File: config.mk
export PLATFORM = sky130hd
export DESIGN_NAME = updown_counter_param
export DESIGN_NICKNAME = d
export VERILOG_FILES = /design/src/rtl/updown_counter_param.sv
export SDC_FILE = /design/constraint.sdc
export NUM_CORES = 1
export LEC_CHECK = 0
export BUFFER_PORTS_ARGS = -buffer_cell sky130_fd_sc_hd__buf_2
export CORE_MARGIN = 2
export CORE_UTILIZATION = 38
export DETAILED_ROUTE_END_ITERATION = 10
export REMOVE_ABC_BUFFERS = 1
export SYNTH_ARGS = -nofsm -noshare
export SYNTH_HDL_FRONTEND = slang
export SYNTH_SLANG_ARGS = --single-unit
File: constraint.sdc
create_clock -name clk -period 1.6 [get_ports clk]
set_clock_uncertainty 0.2 [all_clocks]
set_input_delay 0.16 -clock clk [delete_from_list [all_inputs] [get_ports clk]]
set_output_delay 0.16 -clock clk [all_outputs]
set_load 0.01 [all_outputs]
File: src/rtl/updown_counter_param.sv
`default_nettype none
// ============================================================================
// Module   : updown_counter_param
// Brief    : WIDTH-bit up/down counter with load, wrap/saturate, Gray output
//            and registered terminal-count / direction-reversal pulses.
// Revision : 1.0 - initial release
// ============================================================================
module updown_counter_param #(
    parameter int WIDTH    = 4,
    parameter int SATURATE = 0,
    parameter int MAX_VAL  = 2**WIDTH - 1
) (
    input  logic             clk,
    input  logic             reset,
    input  logic             en,
    input  logic             x,
    input  logic             gray_sel,
    input  logic             load,
    input  logic [WIDTH-1:0] load_val,
    output logic [WIDTH-1:0] count,
    output logic             y_out,
    output logic             dir_chg
);

    localparam logic [WIDTH-1:0] c_MAX  = WIDTH'(MAX_VAL);
    localparam logic [WIDTH-1:0] c_ZERO = '0;
    localparam logic [WIDTH-1:0] c_ONE  = WIDTH'(1);
    localparam bit               c_SAT  = (SATURATE != 0);

    logic [WIDTH-1:0] r_cnt;
    logic             r_last_dir;
    logic             r_y_out;
    logic             r_dir_chg;

    logic             w_at_top;
    logic             w_at_bot;
    logic             w_terminal;
    logic [WIDTH-1:0] w_step_val;
    logic [WIDTH-1:0] w_load_clamped;

    assign w_at_top   = (r_cnt == c_MAX);
    assign w_at_bot   = (r_cnt == c_ZERO);
    assign w_terminal = x ? w_at_top : w_at_bot;

    // The wrap point is MAX_VAL, not the natural 2**WIDTH-1 rollover.
    always_comb begin
        w_step_val = r_cnt;
        if (x) begin
            if (w_at_top) w_step_val = c_SAT ? c_MAX : c_ZERO;
            else          w_step_val = r_cnt + c_ONE;
        end else begin
            if (w_at_bot) w_step_val = c_SAT ? c_ZERO : c_MAX;
            else          w_step_val = r_cnt - c_ONE;
        end
    end

    assign w_load_clamped = (load_val > c_MAX) ? c_MAX : load_val;

    always_ff @(posedge clk or negedge reset) begin
        if (!reset) begin
            r_cnt      <= c_ZERO;
            r_last_dir <= 1'b1;
            r_y_out    <= 1'b0;
            r_dir_chg  <= 1'b0;
        end else if (load) begin
            r_cnt      <= w_load_clamped;
            r_y_out    <= 1'b0;
            r_dir_chg  <= 1'b0;
        end else if (en) begin
            r_cnt      <= w_step_val;
            r_y_out    <= w_terminal;
            r_dir_chg  <= (x != r_last_dir);
            r_last_dir <= x;
        end else begin
            r_y_out    <= 1'b0;
            r_dir_chg  <= 1'b0;
        end
    end

    assign count   = gray_sel ? (r_cnt ^ (r_cnt >> 1)) : r_cnt;
    assign y_out   = r_y_out;
    assign dir_chg = r_dir_chg;

endmodule
`default_nettype wire

Word-level counts from Yosys, hierarchy flattened:

Index checks and enable logic that the tools add are counted.

* bits in registers: 7
* input bits: 10
* output and inout bits: 6
* logic and storage cells: 26

* $add $sub $neg: 2
* magnitude comparators: 1
* eq/ne operators: 2
* muxes and demuxes: 12
* bitwise logic cells: 2
* reductions and logical operators: 3

Operators with widths (count)
* $mux 4: 7
* $mux 1: 5
* $add 4x1->4 const B: 1
* $eq 4x4->1 const B: 1
* $gt 4x4->1 const B: 1
* $logic_not 4->1: 1
* $sub 4x1->4 const B: 1
* $xor 4x3->4: 1
* $reduce_and 2->1: 1
* $reduce_bool 2->1: 1
* $ne 1x1->1: 1
* $not 1->1: 1

Logic depth before layout (Yosys ltp):

Gate-level depths: netlist (run 1).

* depth after elaboration: 5
* depth in mapped cells: 6
* mapped depth without buffers: 6

Least setup slack after synthesis (run 1):

Ideal clock, no wire load.

* kind: register to register
* from: reg r_cnt[1]
* to: reg r_cnt[2]
* library setup time: 124 ps
* data arrival time: 1214 ps
* required time: 1276 ps
* setup slack: 62 ps
* stages on the path, launching flop included: 7
* path buffers: 0
* period minus slack after synthesis: 1538 ps
* cell sequence: dfrtp_1 > inv_1 > ha_1 > inv_1 > o311a_1 > nor3_1 > o21ai_1

* longest elaborated chain between the ends: 5
* elaborated cells on any way between the ends: 9
* those cells by class: add/sub (2); eq/ne (1); mux (5); reduce/logical (1)

Ends and longest elaborated chain
* from (decl): RTL line 30 `logic [WIDTH-1:0] r_cnt;`
* from (signal assigned): RTL line 61 `r_cnt <= c_ZERO;`
* from (signal assigned): RTL line 66 `r_cnt <= w_load_clamped;`
* from (signal assigned): RTL line 70 `r_cnt <= w_step_val;`
* $sub 4x1->4, or another cell as far along: RTL line 53 `else w_step_val = r_cnt - c_ONE;`
* $mux 4 (on tied branches): RTL line 52, 49
* $mux 4 *: RTL line 48 `if (x) begin`
* $mux 4 *: RTL line 69 `end else if (en) begin`
* $mux 4 *: RTL line 65 `end else if (load) begin`

Mark *: on every way between the ends. The rest lies on a longest branch, timed or not. The select of a mux whose other input is x is not followed.
A chain may end at the register's enable or synchronous reset.

Final worst setup path (run 1):

* from: reg r_cnt[2]
* to: out count[1]

* longest elaborated chain between the ends: 2

Ends and longest elaborated chain
* $xor 4x3->4: RTL line 80 `assign count = gray_sel ? (r_cnt ^ (r_cnt >> 1)) : r_cnt;`
* $mux 4: RTL line 80
* to (decl): RTL line 20 `output logic [WIDTH-1:0] count,`

No other way between the ends.

==> results.md, run 1 <==
* Worst EP arrival at 1.23 ns
* Setup CP Type: reg2out
* GRT Total Usage at 16.9%
* Pleak at 0.391 nW
* Critical path's slowest cell: dfrtp_1
* Hold EP: r_cnt[0]
* Relative slew slack at 85.2%
* WL met2 at 733 um
* Sum Neg Setup Slack at 0 ns
* Syn. warnings at 0
* Distinct cells, synth at 24
* Std cell rows at 13
* Unrepaired setup endpoints after global routing: yes
* Initial antenna violation count at 0
* Max-slew violations at 0
* Fmax at 630 MHz
* Core Region at 1330 um^2
* Reg2reg start: r_cnt[2]
* Initial DRC count at 7
* Share of layout cells above drive strength 1 at 46.2%
* I/O pin cnt at 16
* DIE HEIGHT at 42.4 um
* Routed Antenna Nets at 0
* Total power at 674 uW
* Die X at 42.4 um
* H-tree depth at 1
* CTS tree: yes
* Gr ovfl total at 0
* FF-to-FF End: r_cnt[3]
* Final core utilization at 62.7%
* Setup crit end kind: output pin
* CP Launch Type: flop
* Avg Vias per Cell at 5.19
* Hold Crit Class: in2reg
* Starting Density at 41.9%
* FF+latch count, synth at 7
* Cell Chain, Critical Path: inv_4 -> ha_4 -> nand2_2 -> o21ai_2 -> buf_2
* Final WL at 1460 um
* Synth-to-Final Area Change at 49.4%
* Drt drc at 0
* Hold depth at 2
* Tmin final at 1.59 ns
* Vias in the first global route at 511
* CTS buffer count at 3
* Largest net degree at the start of global routing at 12
* DIE AREA at 1790 um^2
* Bufs on Longest Clock Path at 2
* Hold Vio Cnt, Final at 0
* First-pass GRT wire length at 2250 um
* Worst endpoint required time at 1.24 ns
* Clock transition at path regs at 0.06 ns
* Dpl hpwl at 922 um
* Max VDD drop at 542 uV
* Post-Synthesis Cells at 63
* CTS Root Cell: clkbuf_4
* Placed cell count at 95
* Worst r2r path cells at 6
* Hold path startpoint: load
* DR pass1 iterations at 4
* Worst skew pair latency at 0.25 ns
* Routed length per instance at 13.5 um
* Status: finished, final reports clean
* Period utilisation layout at 99.1%
* Nets at 111
* Syn Area/Cell at 8.88 um^2
* P per Cell Area at 807 nW/um^2
* Clk sink count at 7
* M1 WL at 619 um
* Via count at 560
* Synthesized cell area at 559 um^2
* Number of port buffers at 15
* Gp weighted congestion at 0.776
* Slowest stage delay, CP at 0.41 ns
* Diode count at 0
* Reg2reg setup slack at 0.02 ns
* Metal3 WL at 73 um
* Sequential area share after synthesis at 31.5%
* Non-Filler Instances at 108
* Crit-path max FO at 5
* Max cap viols at 0
* Worst-margin pin slew at 0.220 ns
* DR top layer: met4
* Finish-stage setup viols at 0
-- where the power goes --
group          switching (mW)  internal (mW)
Sequential             0.0139          0.198
Clock                  0.0684         0.0954
Combinational           0.146          0.153
Total                   0.228          0.447
-- what timing repair did --
item                                    4_1_cts  5_1_grt
pin swaps                                     3        3
gates cloned                                  0        0
buffers inserted                              3        1
hold buffers                                  5        0
hold endpoints to repair                     11        0
endpoints found under the setup margin        3        5
resized for setup                            10        8
-- state kept, by name, summed over array words and instances, names as in the netlist --
| register | cells |
|---|---|
| dir_chg | 1 |
| r_cnt | 4 |
| r_last_dir | 1 |
| y_out | 1 |
-- per-layer routing --
metal  track usage (%)  vias to the layer above
li1                  -                      279
met1              20.2                      255
met2              28.6                       22
met3              5.17                        4
met4              5.63                        0
met5                 0                        -
-- cells in the mapped netlist (all sizes together) --
| cell | number | area [um^2] |
|---|---|---|
| nand2 | 9 | 33.8 |
| ha | 7 | 87.6 |
| dfrtp | 6 | 150 |
| o21ai | 6 | 33.8 |
| inv | 5 | 18.8 |
| nor3 | 5 | 25.0 |
| nor2 | 4 | 15.0 |
| a21oi | 3 | 15.0 |
| buf | 3 | 30.0 |
| xnor2 | 3 | 26.3 |
| nand3 | 2 | 10.0 |
| a21boi | 1 | 11.3 |
| a22o | 1 | 8.76 |
| a31oi | 1 | 6.26 |
| dfstp | 1 | 26.3 |
| mux2 | 1 | 11.3 |
| nand2b | 1 | 13.8 |
| nand3b | 1 | 7.51 |
| o211ai | 1 | 7.51 |
| o221a | 1 | 11.3 |
| o311a | 1 | 10.0 |
-- worst max-delay path by stage --
stage,cells after the start,endpoint,start
2_1_floorplan,6,r_cnt[2],r_cnt[1]
3_3_place_gp,6,r_cnt[2],r_cnt[1]
3_5_place_dp,6,r_cnt[2],r_cnt[1]
4_1_cts,5,count[1],r_cnt[2]
5_1_grt,6,r_cnt[2],r_cnt[0]
6_report,5,count[1],r_cnt[2]
-- cells in the final DEF, fill, tap and decap left out --
| cell | synthesis | routed |
|---|---|---|
| a21boi_4 | 0 | 1 |
| a21oi_1 | 3 | 3 |
| a22o_1 | 1 | 1 |
| a31oi_1 | 1 | 1 |
| buf_2 | 0 | 15 |
| buf_4 | 1 | 9 |
| clkbuf_1 | 0 | 1 |
| clkbuf_4 | 0 | 3 |
| dfrtp_1 | 6 | 6 |
| dfstp_2 | 1 | 1 |
| dlygate4sd3_1 | 0 | 5 |
| ha_1 | 7 | 2 |
| ha_2 | 0 | 2 |
| ha_4 | 0 | 3 |
| inv_1 | 5 | 2 |
| inv_2 | 0 | 1 |
| inv_4 | 0 | 2 |
| mux2_1 | 1 | 1 |
| nand2_1 | 9 | 7 |
| nand2_2 | 0 | 2 |
| nand2b_4 | 1 | 1 |
| nand3_1 | 2 | 2 |
| nand3b_1 | 1 | 1 |
| nor2_1 | 4 | 4 |
| nor3_1 | 5 | 4 |
| nor3_2 | 0 | 1 |
| o211ai_1 | 1 | 1 |
| o21ai_1 | 2 | 4 |
| o21ai_2 | 1 | 2 |
| o221a_1 | 1 | 1 |
| o311a_1 | 1 | 1 |
| xnor2_1 | 3 | 3 |
-- worst max-delay path, delay by kind of cell, from the launching register on --
| family | cells | cell delay (ns) |
|---|---|---|
| buf+inv | 2 | 0.25 |
| fa+ha+maj | 1 | 0.21 |
| compound gates | 1 | 0.05 |
| simple gates | 1 | 0.06 |
| flops | 1 | 0.41 |
-- cell families (layout without fill, tap and decap cells) --
group	after synthesis	after routing	share of synthesized area, %
and+or+nand+nor	22	22	18.8
AOI/OAI and AO/OA	15	15	18.6
buffers and inverters	8	38	8.73
adders and majority gates	7	7	15.7
DFF	7	7	31.5
xor gates and xnor gates	3	3	4.70
muxes	1	1	2.01
-- metrics by stage --
| stage | hold slack (ns) | worst slack (ns) | instance area [um^2] |
|---|---|---|---|
| 2_1_floorplan | -0.336 | 0.0619 | 529 |
| 3_3_place_gp | -0.194 | 0.0454 | 661 |
| 3_5_place_dp | -0.196 | 0.0310 | 661 |
| 4_1_cts | 0.0222 | 0.000568 | 802 |
| 5_1_grt | 0.0360 | -0.0655 | 836 |
| 6_report | 0.0320 | 0.0137 | 836 |
-- cell type report --
| class | instances | area [um^2] |
|---|---|---|
| Clock buffer | 4 | 26.3 |
| Fill cell | 108 | 498 |
| Inverter | 5 | 23.8 |
| Multi-Input combinational cell | 48 | 398 |
| Sequential cell | 7 | 176 |
| Tap cell | 15 | 18.8 |
| Timing Repair Buffer | 29 | 193 |
No activity file was read; power rests on OpenSTA's default activity.
==> run 2: changes to the inputs <==
SETUP_SLACK_MARGIN = 0.4   (was default)
TNS_END_PERCENT = 30   (was default)
==> run 2 against run 1 <==
Against the previous run:
- final area grew 0.45%
- die area is the same
- total power shrank 0.52%
- sequential share of layout area shrank 0.094 points
- hold slack lost 0.0032 ns
- highest routed layer unchanged
==> results.md, run 2 (same netlist as run 1, synthesis figures left out) <==
* DIE AREA at 1790 um^2 (unchanged)
* Placed cell count at 95 (unchanged)
* Sum Neg Setup Slack at 0 ns (unchanged)
* Number of port buffers at 15 (unchanged)
* First-pass GRT wire length at 2250 um (unchanged)
* Largest register FFs at 4 (unchanged)
* Reg with most FFs: r_cnt
* Initial antenna violation count at 0 (unchanged)
* CTS Root Cell: clkbuf_4
* Die X at 42.4 um (unchanged)
* Tmin final at 1.59 ns (+0.00149 ns)
* Pleak at 0.393 nW (+0.75%)
* Max cap viols at 0 (unchanged)
* Leading cell type in the layout, fill and taps excluded: buf_2
* I/O pin cnt at 16 (unchanged)
* Crit-path max FO at 5 (unchanged)
* CTS buffer count at 3 (unchanged)
* Worst endpoint required time at 1.24 ns (about the same)
* Avg Vias per Cell at 5.00 (-3.6%)
* Routed length per instance at 13.7 um (+1.3%)
* Setup crit end kind: output pin
* Worst-margin pin slew at 0.203 ns (-0.0172 ns)
* Setup CP Type: reg2out
* Unrepaired setup endpoints after global routing: yes
* Status: finished, final reports clean
* Dpl hpwl at 922 um (unchanged)
* Slowest stage delay, CP at 0.41 ns (about the same)
* Min Hold Slack at 0.0288 ns (-0.00318 ns)
* Drt drc at 0 (unchanged)
* P per Cell Area at 799 nW/um^2 (-0.96%)
* Critical path's slowest cell: dfrtp_1
* Vias in the first global route at 511 (unchanged)
* Gp weighted congestion at 0.776 (unchanged)
* Diode count at 0 (unchanged)
* Synth-to-Final Area Change at 50.1%
* Hold Vio Cnt, Final at 0 (unchanged)
* Fmax at 630 MHz (about the same)
* Largest net degree at the start of global routing at 12 (unchanged)
* Starting Density at 41.9% (unchanged)
* GRT Total Usage at 16.9% (unchanged)
* Hold Crit Class: in2reg
* Reg2reg setup slack at 0.02 ns (about the same)
* CP Launch Type: flop
* Nets at 111 (unchanged)
* Non-Filler Instances at 108 (unchanged)
* Clk sink count at 7 (unchanged)
* Period utilisation layout at 99.2% (about the same)
* Fillers at 109 (+0.93%)
* DIE HEIGHT at 42.4 um (unchanged)
* Most frequent cells in the layout: 15 x buf_2, 9 x buf_4, 7 x nand2_1, 6 x dfrtp_1, 5 x dlygate4sd3_1
* Gr ovfl total at 0 (unchanged)
* Bufs on Longest Clock Path at 2 (unchanged)
* Max VDD drop at 544 uV (+0.37%)
* DR pass1 iterations at 4 (unchanged)
* Final WL at 1480 um (+1.3%)
* Share of layout cells above drive strength 1 at 47.3% (+1.1 points)
* Via count at 540 (-3.6%)
* CTS tree: yes
* H-tree depth at 1 (unchanged)
* Max-slew violations at 0 (unchanged)
* Cell Chain, Critical Path: inv_4 -> ha_4 -> nand2_2 -> o21ai_2 -> buf_2
* Initial DRC count at 8 (+1)
* Core Region at 1330 um^2 (unchanged)
* Worst EP arrival at 1.23 ns (about the same)
* Clock transition at path regs at 0.06 ns (about the same)
* Std cell rows at 13 (unchanged)
* Finish-stage setup viols at 0 (unchanged)
* Worst skew pair latency at 0.25 ns (about the same)
* Relative slew slack at 86.4% (+1.2 points)
* Routed Antenna Nets at 0 (unchanged)
run 2: area by class of cell:
type | instances | area (um^2) | area share (%)
clock buffer | 4 | 26.3 | 3.13
timing repair buffer | 29 | 193 | 23.0
inverter | 5 | 23.8 | 2.83
multi-input combinational | 48 | 402 | 47.8
sequential | 7 | 176 | 21.0
tap | 15 | 18.8 | 2.24
run 2: critical path, delay by kind of cell (launching register included):
kind | cells | cell delay [ns]
compound gates | 1 | 0.05
simple gates | 1 | 0.06
fa+ha+maj | 1 | 0.21
flops | 1 | 0.41
buf+inv | 2 | 0.25
run 2: final timing paths:
| path | start | to | depth (start not counted) |
|---|---|---|---|
| hold reg to reg | r_last_dir | dir_chg | 2 |
| hold / removal | load | r_cnt[0] | 2 |
| min in group asynchronous | reset | r_cnt[2] | 2 |
| setup reg to reg | r_cnt[1] | r_cnt[3] | 6 |
| max in group asynchronous | reset | r_last_dir | 2 |
| setup / recovery | r_cnt[2] | count[1] | 5 |
run 2: repair_timing:
action | 4_1_cts | 5_1_grt
hold buffers | 5 | 0
hold endpoints to repair | 11 | 0
pin swaps | 3 | 4
gates resized for setup | 10 | 8
endpoints found under the setup margin | 9 | 9
setup buffers | 3 | 1
run 2: routing by layer:
| metal | global-route usage, % | wire length, um | up-vias | part of all wire (%) |
|---|---|---|---|---|
| met4 | 5.63 | 32 | 0 | 2.2 |
| met5 | 0 | 0 | - | 0 |
| met2 | 28.6 | 758 | 14 | 51 |
| li1 | - | - | 278 | - |
| met1 | 20.2 | 642 | 244 | 43 |
| met3 | 5.17 | 44 | 4 | 3.0 |
run 2: per-stage QoR:
step,total power [mW],setup WS [ns],utilization [%],instance area (um^2)
2_1_floorplan,0.341,0.0619,-,529
3_3_place_gp,0.426,0.0454,49.5,661
3_5_place_dp,0.428,0.0310,49.5,661
4_1_cts,0.648,0.000568,60.1,802
5_1_grt,0.711,-0.0490,62.9,840
6_report,0.671,0.0122,62.9,840
run 2: report_power, final:
part	internal (mW)	switching, mW	total [mW]
registers	0.198	0.0130	0.211
logic	0.149	0.147	0.297
clock network	0.0954	0.0676	0.163
==> run 3: changes to the inputs <==
HOLD_SLACK_MARGIN = 0.15   (was default)
==> run 3 against run 2 <==
Against the previous run:
- maximum frequency about the same
- register-to-register slack about the same
- die area is the same
- combinational power is essentially flat
- sequential share of layout area is 0.49 points lower
- final cell count increased by 1.9%
- largest cell class unchanged
- hold slack better by 0.034 ns
==> results.md, run 3 (same netlist as run 1, synthesis figures left out) <==
* Status: finished, final reports clean
* I/O pin cnt at 16 (unchanged)
* Post-CTS Hold Buffers at 7 (+2)
* Worst r2r path cells at 6 (unchanged)
* Fmax at 630 MHz (about the same)
* Largest net degree at the start of global routing at 10 (-2)
* Placed cell count at 95 (unchanged)
* Total power at 673 uW (+0.37%)
* Share of layout cells above drive strength 1 at 46.3% (-1.0 points)
* Avg Vias per Cell at 5.05 (+0.91%)
* Clock group share of total power at 24.1% (-0.2 points)
* Unrepaired setup endpoints after global routing: yes
* Leading cell type in the layout, fill and taps excluded: buf_2
* Worst-margin pin slew at 0.246 ns (+0.0438 ns)
* Max cap viols at 0 (unchanged)
* Number of port buffers at 15 (unchanged)
* FF-to-FF End: r_cnt[3]
* Synth-to-Final Area Change at 53.7%
* Most frequent cells in the layout: 15 x buf_2, 9 x buf_4, 6 x nand2_1, 6 x dfrtp_1, 6 x dlygate4sd3_1
* Sw Ratio at 33.7% (-0.25 points)
* Max VDD drop at 541 uV (-0.62%)
* Min Hold Slack at 0.0626 ns (+0.0337 ns)
* Cell Chain, Critical Path: inv_4 -> ha_4 -> nand2_2 -> o21ai_2 -> buf_2
* Vias in the first global route at 534 (+4.5%)
* Max-slew violations at 0 (unchanged)
* Reg with most FFs: r_cnt
* Clock transition at path regs at 0.06 ns (about the same)
* DR pass1 iterations at 3 (-1)
* CP Launch Type: flop
* Worst skew pair latency at 0.25 ns (about the same)
* Non-Filler Instances at 110 (+1.9%)
* Worst endpoint required time at 1.24 ns (about the same)
* Initial DRC count at 7 (-1)
* Largest register FFs at 4 (unchanged)
* Via count at 555 (+2.8%)
* Hold depth at 3 (+1)
* Hold path startpoint: en
* First-pass GRT wire length at 2360 um (+4.9%)
* Diode count at 0 (unchanged)
* H-tree depth at 1 (unchanged)
* Routed length per instance at 13.9 um (+1.6%)
* Setup crit end kind: output pin
* Drt drc at 0 (unchanged)
* Final WL at 1530 um (+3.5%)
* Psw at 227 uW (-0.35%)
* CTS Root Cell: clkbuf_4
* Pleak at 0.409 nW (+4.1%)
* Int Power at 446 uW (+0.75%)
* Hold EP: y_out
* Crit-path max FO at 5 (unchanged)
* Relative slew slack at 83.5% (-2.9 points)
* Period utilisation layout at 99.3% (about the same)
* Core Region at 1330 um^2 (unchanged)
* Reg2reg start: r_cnt[2]
* Combinational Power Share at 44.6% (+0.3 points)
* Hold Crit Class: in2reg
* P per Cell Area at 783 nW/um^2 (-2.0%)
* Critical path's slowest cell: dfrtp_1
* Std cell rows at 13 (unchanged)
* Slowest stage delay, CP at 0.41 ns (about the same)
* Finish-stage setup viols at 0 (unchanged)
* Die X at 42.4 um (unchanged)
* Sequential power share at 31.3% (-0.2 points)
* Nets at 113 (+1.8%)
* Bufs on Longest Clock Path at 2 (unchanged)
* Tmin final at 1.59 ns (+0.000453 ns)
* Worst EP arrival at 1.23 ns (about the same)
* Initial antenna violation count at 0 (unchanged)
* GRT Total Usage at 17.8% (+0.89 points)
* CTS buffer count at 3 (unchanged)
* Reg2reg setup slack at 0.03 ns (about the same)
* DIE HEIGHT at 42.4 um (unchanged)
* Dpl hpwl at 922 um (unchanged)
* Gp weighted congestion at 0.776 (unchanged)
* Clk sink count at 7 (unchanged)
* Routed Antenna Nets at 0 (unchanged)
* Gr ovfl total at 0 (unchanged)
* Fillers at 106 (-2.8%)
* CTS tree: yes
* Hold Vio Cnt, Final at 0 (unchanged)
* DIE AREA at 1790 um^2 (unchanged)
* Starting Density at 41.9% (unchanged)
* Setup CP Type: reg2out
==> run 3: cell types whose count changed in the layout (fill, tap and decap cells not counted) <==
cell	before	now
nand3_1	1	2
nand2_1	7	6
nand2_2	2	3
dlymetal6s4s_1	0	1
dlygate4sd3_1	5	6
nand3_2	1	0
==> run 3: area by class of cell <==
class / instances / area, um^2 / share of cell area, %
inverters: 5 / 23.8 / 2.77
repair buffers: 31 / 215 / 25.0
well taps: 15 / 18.8 / 2.18
flip-flops and latches: 7 / 176 / 20.5
multi-input cells: 48 / 399 / 46.4
clock buffers: 4 / 26.3 / 3.06
==> run 3: stage by stage <==
stage | area [um^2] | setup TNS, ns | utilization (%) | setup slack, ns
after global routing | 860 | -0.103 | 64.4 | -0.0490
final | 860 | 0 | 64.4 | 0.0118
after floorplan | 529 | 0 | - | 0.0619
after detailed placement | 661 | 0 | 49.5 | 0.0310
after global placement | 661 | 0 | 49.5 | 0.0454
after CTS | 822 | 0 | 61.6 | 0.000568
==> run 3: what timing repair did <==
item                                    CTS  global route
endpoints found under the setup margin    9            11
buffers inserted                          3             1
resized for setup                        10             9
endpoints found under the hold margin    14            10
pin swaps                                 3             3
==> run 3: power by group through the flow <==
stage / Combinational, mW / Sequential (mW) / Clock (mW)
after floorplan: 0.121 / 0.220 / 0
after global placement: 0.212 / 0.214 / 0
after detailed placement: 0.213 / 0.215 / 0
after CTS: 0.276 / 0.210 / 0.167
after global routing: 0.328 / 0.213 / 0.175
final: 0.300 / 0.211 / 0.162
==> run 3: how the worst max path moves through the flow <==
stage / start / end / slack (ns) / depth (start not counted)
final: r_cnt[2] / count[1] / 0.01 / 5
after global routing: r_cnt[2] / count[1] / -0.05 / 5
after CTS: r_cnt[2] / count[1] / 0.0006 / 5
after detailed placement: r_cnt[1] / r_cnt[2] / 0.03 / 6
after global placement: r_cnt[1] / r_cnt[2] / 0.05 / 6
after floorplan: r_cnt[1] / r_cnt[2] / 0.06 / 6
==> run 3: metal layers <==
metal | track usage (%) | vias to the layer above | share of wire, %
met4 | 5.63 | 0 | 2.1
li1 | - | 283 | -
met1 | 20.9 | 254 | 44
met2 | 30.8 | 14 | 51
met3 | 5.17 | 4 | 2.7
met5 | 0 | - | 0
==> run 3: critical path: cells and delay by family (launching register included) <==
kind            cells  cell delay [ns]
flops               1             0.41
simple gates        1             0.06
compound gates      1             0.05
buf+inv             2             0.25
fa+ha+maj           1             0.21
